File: config.mk
export PLATFORM = sky130hd
export DESIGN_NAME = mem_arbiter
export DESIGN_NICKNAME = d
export VERILOG_FILES = /design/src/rtl/gpu_pkg.sv /design/src/rtl/rr_picker.sv /design/src/rtl/mem_arbiter.sv
export SDC_FILE = /design/constraint.sdc
export NUM_CORES = 1
export LEC_CHECK = 0
export CAP_MARGIN = 5
export CORE_ASPECT_RATIO = 1.75
export CORE_MARGIN = 1
export CORE_UTILIZATION = 40
export CTS_BUF_LIST = sky130_fd_sc_hd__clkbuf_8
export DETAILED_ROUTE_END_ITERATION = 8
export GPL_ROUTABILITY_DRIVEN = 0
export PLACE_DENSITY_LB_ADDON = 0.2
export SYNTH_ARGS = -nofsm -noshare
export SYNTH_HDL_FRONTEND = slang
export SYNTH_SLANG_ARGS = --single-unit
File: constraint.sdc
create_clock -name clk -period 2.1 [get_ports clk]
set_clock_uncertainty 0.1 [all_clocks]
set_input_delay 0.42 -clock clk [delete_from_list [all_inputs] [get_ports clk]]
set_output_delay 0.42 -clock clk [all_outputs]
set_load 0.01 [all_outputs]
File: src/rtl/gpu_pkg.sv
// Shared types and helpers for the memory arbiter: FSM state encoding and
// the round-robin priority search used by rr_picker.
package gpu_pkg;

  typedef enum logic [1:0] {
    IDLE  = 2'd0,
    ISSUE = 2'd1,
    RESP  = 2'd2
  } arb_state_t;

  localparam int unsigned MAX_CORES = 8;

  // Returns {found, index}: first set bit of req at or after ptr, wrapping at n.
  function automatic logic [3:0] rr_search(input logic [MAX_CORES-1:0] req,
                                           input logic [2:0]           ptr,
                                           input int unsigned          n);
    logic [3:0]  res;
    int unsigned idx;
    res = '0;
    for (int unsigned k = 0; k < MAX_CORES; k++) begin
      idx = (32'(ptr) + k) % n;
      if (k < n && !res[3] && req[idx[2:0]]) begin
        res = {1'b1, idx[2:0]};
      end
    end
    return res;
  endfunction

endpackage

File: src/rtl/rr_picker.sv
// Combinational one-hot picker: grants the first requester at or after ptr.
module rr_picker
  import gpu_pkg::*;
#(
  parameter  int unsigned NUM_CORES     = 2,
  localparam int unsigned CORE_ID_WIDTH = $clog2(NUM_CORES)
) (
  input  logic [NUM_CORES-1:0]     req,
  input  logic [CORE_ID_WIDTH-1:0] ptr,
  output logic [NUM_CORES-1:0]     grant_onehot,
  output logic [CORE_ID_WIDTH-1:0] grant_idx
);

  logic [MAX_CORES-1:0] req_ext;
  logic [2:0]           ptr_ext;
  logic [3:0]           pick;

  // Widen inputs to the helper's fixed width and decode its result.
  always_comb begin
    req_ext                     = '0;
    req_ext[NUM_CORES-1:0]      = req;
    ptr_ext                     = '0;
    ptr_ext[CORE_ID_WIDTH-1:0]  = ptr;
    pick                        = rr_search(req_ext, ptr_ext, NUM_CORES);
    grant_idx                   = pick[CORE_ID_WIDTH-1:0];
    grant_onehot                = '0;
    if (pick[3]) begin
      grant_onehot[pick[CORE_ID_WIDTH-1:0]] = 1'b1;
    end
  end

endmodule

File: src/rtl/mem_arbiter.sv
// Round-robin arbiter sharing a single-ported memory among NUM_CORES cores.
// Optional build macro MEM_ARB_FIXED_PRIO_EN: fixed priority (lowest index
// wins), no round-robin pointer.
module mem_arbiter
  import gpu_pkg::*;
#(
  parameter  int unsigned NUM_CORES     = 2,
  parameter  int unsigned DATA_WIDTH    = 8,
  parameter  int unsigned ADDR_WIDTH    = 4,
  localparam int unsigned CORE_ID_WIDTH = $clog2(NUM_CORES)
) (
  input  logic                            clk,
  input  logic                            reset,
  input  logic [NUM_CORES-1:0]            req_valid,
  output logic [NUM_CORES-1:0]            req_ready,
  input  logic [NUM_CORES-1:0]            req_write,
  input  logic [NUM_CORES*ADDR_WIDTH-1:0] req_addr,
  input  logic [NUM_CORES*DATA_WIDTH-1:0] req_wdata,
  output logic [NUM_CORES-1:0]            resp_valid,
  output logic [DATA_WIDTH-1:0]           resp_rdata,
  output logic                            mem_read_en,
  output logic                            mem_write_en,
  output logic [ADDR_WIDTH-1:0]           mem_addr,
  output logic [DATA_WIDTH-1:0]           mem_write_data,
  input  logic [DATA_WIDTH-1:0]           mem_read_data,
  output logic                            busy,
  output logic [CORE_ID_WIDTH-1:0]        grant_id
);

  arb_state_t               state_q, state_d;
  logic [CORE_ID_WIDTH-1:0] owner_q;
  logic                     write_q;
  logic [DATA_WIDTH-1:0]    rdata_q;
  logic [CORE_ID_WIDTH-1:0] pick_ptr;
  logic [NUM_CORES-1:0]     grant_onehot;
  logic [CORE_ID_WIDTH-1:0] grant_idx;
  logic                     handshake;

`ifdef MEM_ARB_FIXED_PRIO_EN
  assign pick_ptr = '0;
`else
  logic [CORE_ID_WIDTH-1:0] rr_ptr;

  // Rotate priority to the core after the one just issued.
  always_ff @(posedge clk or negedge reset) begin
    if (!reset) begin
      rr_ptr <= '0;
    end else if (state_q == ISSUE) begin
      rr_ptr <= (32'(owner_q) == NUM_CORES - 1) ? '0 : owner_q + 1'b1;
    end
  end

  assign pick_ptr = rr_ptr;
`endif

  rr_picker #(
    .NUM_CORES (NUM_CORES)
  ) u_picker (
    .req          (req_valid),
    .ptr          (pick_ptr),
    .grant_onehot (grant_onehot),
    .grant_idx    (grant_idx)
  );

  // FSM state register.
  always_ff @(posedge clk or negedge reset) begin
    if (!reset) state_q <= IDLE;
    else        state_q <= state_d;
  end

  // Next state, handshake and combinational ready.
  always_comb begin
    state_d   = state_q;
    req_ready = '0;
    handshake = 1'b0;
    case (state_q)
      IDLE: begin
        req_ready = grant_onehot;
        handshake = |req_valid;
        if (handshake) state_d = ISSUE;
      end
      ISSUE:   state_d = RESP;
      RESP:    state_d = IDLE;
      default: state_d = IDLE;
    endcase
  end

  // Latch the granted request into the memory port, then pulse the response.
  always_ff @(posedge clk or negedge reset) begin
    if (!reset) begin
      owner_q        <= '0;
      write_q        <= 1'b0;
      grant_id       <= '0;
      mem_read_en    <= 1'b0;
      mem_write_en   <= 1'b0;
      mem_addr       <= '0;
      mem_write_data <= '0;
      resp_valid     <= '0;
      rdata_q        <= '0;
    end else begin
      mem_read_en  <= 1'b0;
      mem_write_en <= 1'b0;
      resp_valid   <= '0;
      case (state_q)
        IDLE: begin
          if (handshake) begin
            owner_q        <= grant_idx;
            grant_id       <= grant_idx;
            write_q        <= req_write[grant_idx];
            mem_addr       <= req_addr[32'(grant_idx)*ADDR_WIDTH +: ADDR_WIDTH];
            mem_write_data <= req_wdata[32'(grant_idx)*DATA_WIDTH +: DATA_WIDTH];
            mem_read_en    <= !req_write[grant_idx];
            mem_write_en   <= req_write[grant_idx];
          end
        end
        ISSUE: resp_valid[owner_q] <= 1'b1;
        RESP:  if (!write_q) rdata_q <= mem_read_data;
        default: ;
      endcase
    end
  end

  // Memory data arrives during RESP, the same cycle resp_valid is high, so a
  // read response forwards it directly; rdata_q keeps it (and holds across
  // writes) for every other cycle.
  assign resp_rdata = (state_q == RESP && !write_q) ? mem_read_data : rdata_q;
  assign busy       = (state_q != IDLE);

endmodule

==> impl_metrics.toml, run 1 <==
[run_status]
status = "finished, violations left"
failed_checks = "DRC"

[placement]
pre_cts_ws_ns = -0.179
hpwlAfterDp_um = 2420
placed_area_mm2 = 0.00199
io_buffers = 65

[clock_tree]
cts-htree-levels = 2
cts_root_buffer = "clkbuf_8"
numCtsBuffers = 5
clk_pin_slew_ns = 0.06
cts_sinks = 29
tritoncts = "yes"
clock_latency_ns = 0.28
clock_path_buffers = 2

[worst_hold_path]
holdCritPathClass = "flip-flop to flip-flop"
min_from = "owner_q$_DFFE_PN0P_"

[yosys]
synth_cells = 116
avgSynthCellArea_um2 = 10.8
seq_area_frac_synth = 0.582
synth.mux.area_fraction = 0.0722
yosysTopAreaCell = "dfrtp_1"
synth_top_cell_area_share = 0.582
ys_seq_elements = 29
synthSimpleGateAreaFrac = 0.0953
synth_fa_ha_area_frac = 0
synth_compound_area_frac = 0.157
synth_top_family_by_area = "compound AO/OA/AOI/OAI gates"
synth.cell_area_mm2 = 0.00125
synth_area_leaders = "dfrtp_1 (58%), inv_1 (7.8%), o221ai_1 (7.7%)"
yosys_warnings = 0
synth_nets = 154
yosysUniqueCellTypes = 21
synthXorXnorAreaFrac = 0

[pwr]
p_seq_frac = 0.328
p_int_mw = 1.94
p_switching_uw = 978
power_density_mw_per_mm2 = 1370
power_frac_comb = 0.520
sw_frac_of_total = 0.336
p_clk_frac = 0.153
p_leak_nw = 1.02
vdd_ir_drop_max_v = 0.000806

[grt]
grt_usage = 0.220
grt_max_degree = 30
grt_pass1_wl_um = 5250
gr-total-overflow = 0
grt_pass1_vias = 1170
antenna_found_initial = 0

[detailed_routing]
num_vias = 1146
dr.pass1.iters = 6
drtIter0Drc = 33
ant_nets = 0
finalWirelength_um = 3370
vias_per_cell = 5.14
wl_per_cell_um = 15.1
drc_errors = 3

[critical_path]
startpoint_type = "flip-flop"
r2r-start = "state_q[0]$_DFFE_PN0P_"
endpoint_kind = "primary output"
path_max_fanout = 8
cp.arrival_ns = 1.53
critPathBufInv = 2
startpoint = "state_q[0]$_DFFE_PN0P_"
max_stage_delay_ns = 0.41
worstPathRequired_ns = 1.58
path_delay_family = "flip-flops"
slowest_stage = "dfrtp_1"
crit_chain = "nor3b_4 > buf_12 > mux2_4 > buf_6"
path_class = "flip-flop to primary output"

[layout]
final_area_mm2 = 0.00212
drive_gt1_frac = 0.195
antenna_cells = 0
area_growth_pct = 70.2
nets = 232
finalCoreUtilization = 0.725

[sta]
report.final.slew_viol_count = 0
rsz0062_at_grt = "true"
relSlewSlack = 0.515
worst_pin_slew_ns = 0.725
worst_slack_ns = 0.0515
timing.hold.ws_ns = 0.391
setup_viol = 0
timing_hold_violations_final = 0
finalSetupTns_ns = 0
fin_crit_ns = 2.05
fmax_ghz = 0.488
fin_crit_sh = 0.975

[die]
die_height_um = 75.9
initial_core_util = 0.426
rows = 26
die_w_um = 44.2
die_area_mm2 = 0.00335
io_pins = 66
core_area_mm2 = 0.00293

[job]
cap_violations = 0
## power groups by stage
stage / Clock (mW) / Combinational, mW / Sequential, mW
2_1_floorplan: 0 / 0.529 / 1.02
3_3_place_gp: 0 / 1.36 / 0.950
3_5_place_dp: 0 / 1.40 / 0.964
4_1_cts: 0.456 / 1.39 / 0.951
5_1_grt: 0.483 / 1.62 / 0.981
6_report: 0.444 / 1.51 / 0.955
## worst reg2reg max path, stage by stage (launching register included)
cell	delay (ns)
dfrtp_1	0.41
buf_4	0.15
nor2_4	0.09
buf_4	0.13
inv_1	0.05
buf_4	0.17
nor2_1	0.25
a21boi_0	0.26
## stage by stage
stage / power [mW] / std cells
after floorplan: 1.55 / 116
after global placement: 2.31 / 213
after detailed placement: 2.37 / 213
after CTS: 2.80 / 222
after global routing: 3.09 / 223
final: 2.91 / 223
## registers in the layout, summed over array words and instances, names as in the netlist
signal and flops:
pick_ptr 1, state_q 2, mem_read_en 1, owner_q 1, mem_addr 4, mem_write_data 8, rdata_q 8, resp_valid 2
mem_write_en 1, write_q 1
## timing repair
| item | 4_1_cts | 5_1_grt |
|---|---|---|
| gates cloned | 0 | 0 |
| gates resized for setup | 40 | 12 |
| setup buffers | 1 | 1 |
| pin swaps | 1 | 1 |
| hold buffers | 0 | 0 |
| endpoints found under the setup margin | 11 | 8 |
## metal layers
metal,share of wire,global-route usage,wire length (um)
met1,0.34,0.212,1140
met2,0.57,0.402,1930
met3,0.070,0.0853,235
met4,0.018,0.101,59
met5,0,0,0
## path summary, 6_finish.rpt
path                                                 to  slack [ns]  depth (start not counted)
worst max-delay path                      resp_rdata[1]        0.05                          4
min in group asynchronous        rdata_q[6]$_DFFE_PN0P_        0.43                          2
worst min register to register  resp_valid[0]$_DFF_PN0_        0.39                          1
worst min-delay path            resp_valid[0]$_DFF_PN0_        0.39                          1
max in group asynchronous        mem_write_en$_DFF_PN0_        1.20                          2
worst max register to register   mem_write_en$_DFF_PN0_        0.39                          7
## cells by family after synthesis
kind of cell,Yosys count
AOI/OAI and AO/OA,30
buffers and inverters,30
DFF,29
and+or+nand+nor,19
muxes,8
## cell type report
class,instances,area (um^2)
multi-input cells,57,435
well taps,28,35.0
fillers,222,805
clock buffers,5,68.8
inverters,26,97.6
repair buffers,75,743
flip-flops and latches,29,726
clock inverters,3,17.5
## synthesized netlist by cell type
| cell type | number |
|---|---|
| and2_1 | 1 |
| inv_1 | 26 |
| nand2b_1 | 1 |
| and2b_2 | 1 |
| nand2_1 | 2 |
| o21ai_0 | 14 |
| a21boi_0 | 1 |
| nor2b_1 | 2 |
| mux2_2 | 8 |
| or2_2 | 1 |
| clkbuf_1 | 1 |
| nor2_4 | 1 |
| dfrtp_1 | 29 |
| o221ai_1 | 11 |
| and3_1 | 1 |
| nor2_1 | 4 |
| nand3_1 | 4 |
| nor3b_4 | 1 |
| a31oi_1 | 2 |
| a21oi_1 | 2 |
| buf_2 | 3 |
## layout by cell type (no fill, tap or decap)
cell type,instances
and2b_2,1
and2_1,1
clkdlybuf4s50_1,53
nand2b_1,1
a31oi_1,2
clkinv_2,2
buf_6,8
a21boi_0,1
nor2_1,4
clkinvlp_4,1
inv_1,26
buf_4,9
nor2b_1,2
and3_1,1
or2_2,1
nand3_1,4
o21ai_0,14
mux2_4,8
dlygate4sd2_1,4
buf_12,1
dfrtp_1,29
nor2_4,1
a21oi_1,2
clkbuf_8,5
o221ai_1,11
nand2_1,2
nor3b_4,1
Note: power is estimated with default switching activity, not from simulation.
==> run 2: changes to the inputs <==
==> constraint.sdc (replaced) <==
create_clock -name clk -period 2.1 [get_ports clk]
set_clock_uncertainty 0.1 [all_clocks]
set_input_delay 0.63 -clock clk [delete_from_list [all_inputs] [get_ports clk]]
set_output_delay 0.63 -clock clk [all_outputs]
set_load 0.01 [all_outputs]
==> run 2 against run 1 <==
Net effect:
- the run ends with DRC, setup timing left
- sequential share of layout area shrank 1.6 points
- flip-flop and latch count is the same
- wire length grew 4.2%
- global-route usage grew 1.8 points
- largest cell class unchanged
- fmax shrank 9.2%
- sequential power is essentially flat
- total power grew 6.4%
- non-clock buffer count grew 11
- first-iteration DRC count grew 18%
- utilization grew 3.5 points
- hold slack lost 0.019 ns
==> impl_metrics.toml, run 2 (synthesis results as in run 1) <==
[run_status]
failed_checks = "DRC, setup timing"
status = "finished, violations left"

[clock_tree]
cts-htree-levels = 2
cts_sinks = 29
cts_root_buffer = "clkbuf_8"
numCtsBuffers = 5
clock_latency_ns = 0.28
tritoncts = "yes"
ctsHoldBuffers = 0
clk_pin_slew_ns = 0.06
clock_path_buffers = 2

[die]
rows = 26
die_area_mm2 = 0.00335
initial_core_util = 0.426
die_w_um = 44.2
die_height_um = 75.9
io_pins = 66
core_area_mm2 = 0.00293

[sta]
fmax_ghz = 0.443
worst_pin_slew_ns = 0.364
fin_crit_sh = 1.07
setup_viol = 10
timing.hold.ws_ns = 0.372
fin_crit_ns = 2.26
relSlewSlack = 0.757
worst_slack_ns = -0.155
rsz0062_at_grt = "true"
timing_hold_violations_final = 0
report.final.slew_viol_count = 0

[detailed_routing]
ant_nets = 0
num_vias = 1220
dr.pass1.iters = 8
wl_per_cell_um = 15.1
drtIter0Drc = 39
vias_per_cell = 5.24
finalWirelength_um = 3510
drc_errors = 2

[placement]
placed_area_mm2 = 0.00201
hpwlAfterDp_um = 2470
io_buffers = 65

[grt]
grt_usage = 0.238
grt_pass1_vias = 1330
antenna_found_initial = 0
grt_max_degree = 30
grt_pass1_wl_um = 5700
gr-total-overflow = 0

[worst_hold_path]
hold_depth = 1
holdCritPathClass = "flip-flop to flip-flop"
hold_end = "resp_valid[0]$_DFF_PN0_"
min_from = "owner_q$_DFFE_PN0P_"

[critical_path]
path_max_fanout = 8
reg2reg_to = "write_q$_DFFE_PN0P_"
crit_chain = "nor3b_4 > buf_12 > mux2_4 > buf_6"
worstPathRequired_ns = 1.37
max_stage_delay_ns = 0.41
cp.arrival_ns = 1.53
r2r_slack_ns = 0.09
slowest_stage = "dfrtp_1"
path_class = "flip-flop to primary output"
endpoint_kind = "primary output"
reg2reg_depth = 11
startpoint_type = "flip-flop"
r2r-start = "pick_ptr$_DFFE_PN0N_"

[pwr]
vdd_ir_drop_max_v = 0.000810
power_density_mw_per_mm2 = 1390
p_leak_nw = 1.08

[layout]
antenna_cells = 0
drive_gt1_frac = 0.273
most-common-layout-cells = "clkdlybuf4s50_1 (52), dfrtp_1 (29), inv_1 (25)"
top_regs = "mem_write_data: 8 flops, rdata_q: 8 flops, mem_addr: 4 flops"
final_common_cell = "clkdlybuf4s50_1"
area_growth_pct = 78.4
final_area_mm2 = 0.00223
nets = 243

[job]
cap_violations = 0
run 2: stage by stage:
stage	cells	TNS [ns]	total power [mW]	util	worst slack, ns
finish	233	-1.38	3.10	0.760	-0.155
global route	233	-2.06	3.28	0.760	-0.225
CTS	230	-1.31	3.06	0.754	-0.167
detailed placement	216	-4.48	2.37	0.686	-0.592
global placement	216	-4.34	2.32	0.686	-0.594
floorplan	116	0	1.55	-	0.184
run 2: cell type report:
class,count,area (um^2)
timing repair buffer,86,818
sequential,29,726
tap,28,35.0
clock inverter,2,35.0
inverter,26,97.6
clock buffer,5,68.8
fill,201,702
multi-input combinational,57,445
run 2: critical path: cells and delay by family (launching register included):
| kind | cells | cell delay (ns) |
|---|---|---|
| flip-flops | 1 | 0.41 |
| buffers and inverters | 2 | 0.28 |
| multiplexers | 1 | 0.31 |
| AND/OR/NAND/NOR | 1 | 0.24 |
run 2: timing repair:
action | in CTS | in global routing
pin swaps | 2 | 2
gates resized for setup | 62 | 8
buffers inserted | 7 | 3
endpoints found under the setup margin | 11 | 14
run 2: power by group:
| group | leakage (nW) | switching [mW] | internal [mW] |
|---|---|---|---|
| registers | 0.355 | 0.132 | 0.824 |
| clock network | 0.0540 | 0.212 | 0.344 |
| logic | 0.668 | 0.643 | 0.944 |
| total | 1.08 | 0.987 | 2.11 |
run 2: layer usage:
layer	up-vias	share of wire	track usage
met5	-	0	0
met4	0	0.026	0.148
met3	9	0.061	0.0592
met2	58	0.57	0.448
met1	587	0.34	0.219
li1	566	-	-
run 2: worst max-delay path by stage:
stage	slack, ns	cells after the start	from	to
after floorplan	0.18	2	state_q[0]$_DFFE_PN0P_	resp_rdata[0]
after global placement	-0.59	5	req_valid[1]	req_ready[0]
after detailed placement	-0.59	5	req_valid[1]	req_ready[0]
after CTS	-0.17	4	write_q$_DFFE_PN0P_	resp_rdata[7]
after global routing	-0.23	4	write_q$_DFFE_PN0P_	resp_rdata[7]
final	-0.16	4	write_q$_DFFE_PN0P_	resp_rdata[0]
==> run 3: changes to the inputs <==
--- a/config.mk
+++ b/config.mk
@@ -5,9 +5,9 @@
 export SDC_FILE = /design/constraint.sdc
 export NUM_CORES = 1
 export LEC_CHECK = 0
+export ABC_AREA = 0
 export CAP_MARGIN = 5
 export CORE_ASPECT_RATIO = 1.75
-export CORE_MARGIN = 1
 export CORE_UTILIZATION = 40
 export CTS_BUF_LIST = sky130_fd_sc_hd__clkbuf_8
 export DETAILED_ROUTE_END_ITERATION = 8
==> results of run 3 <==
Same layout as run 2: the final DEF is identical, and so are final timing and power.
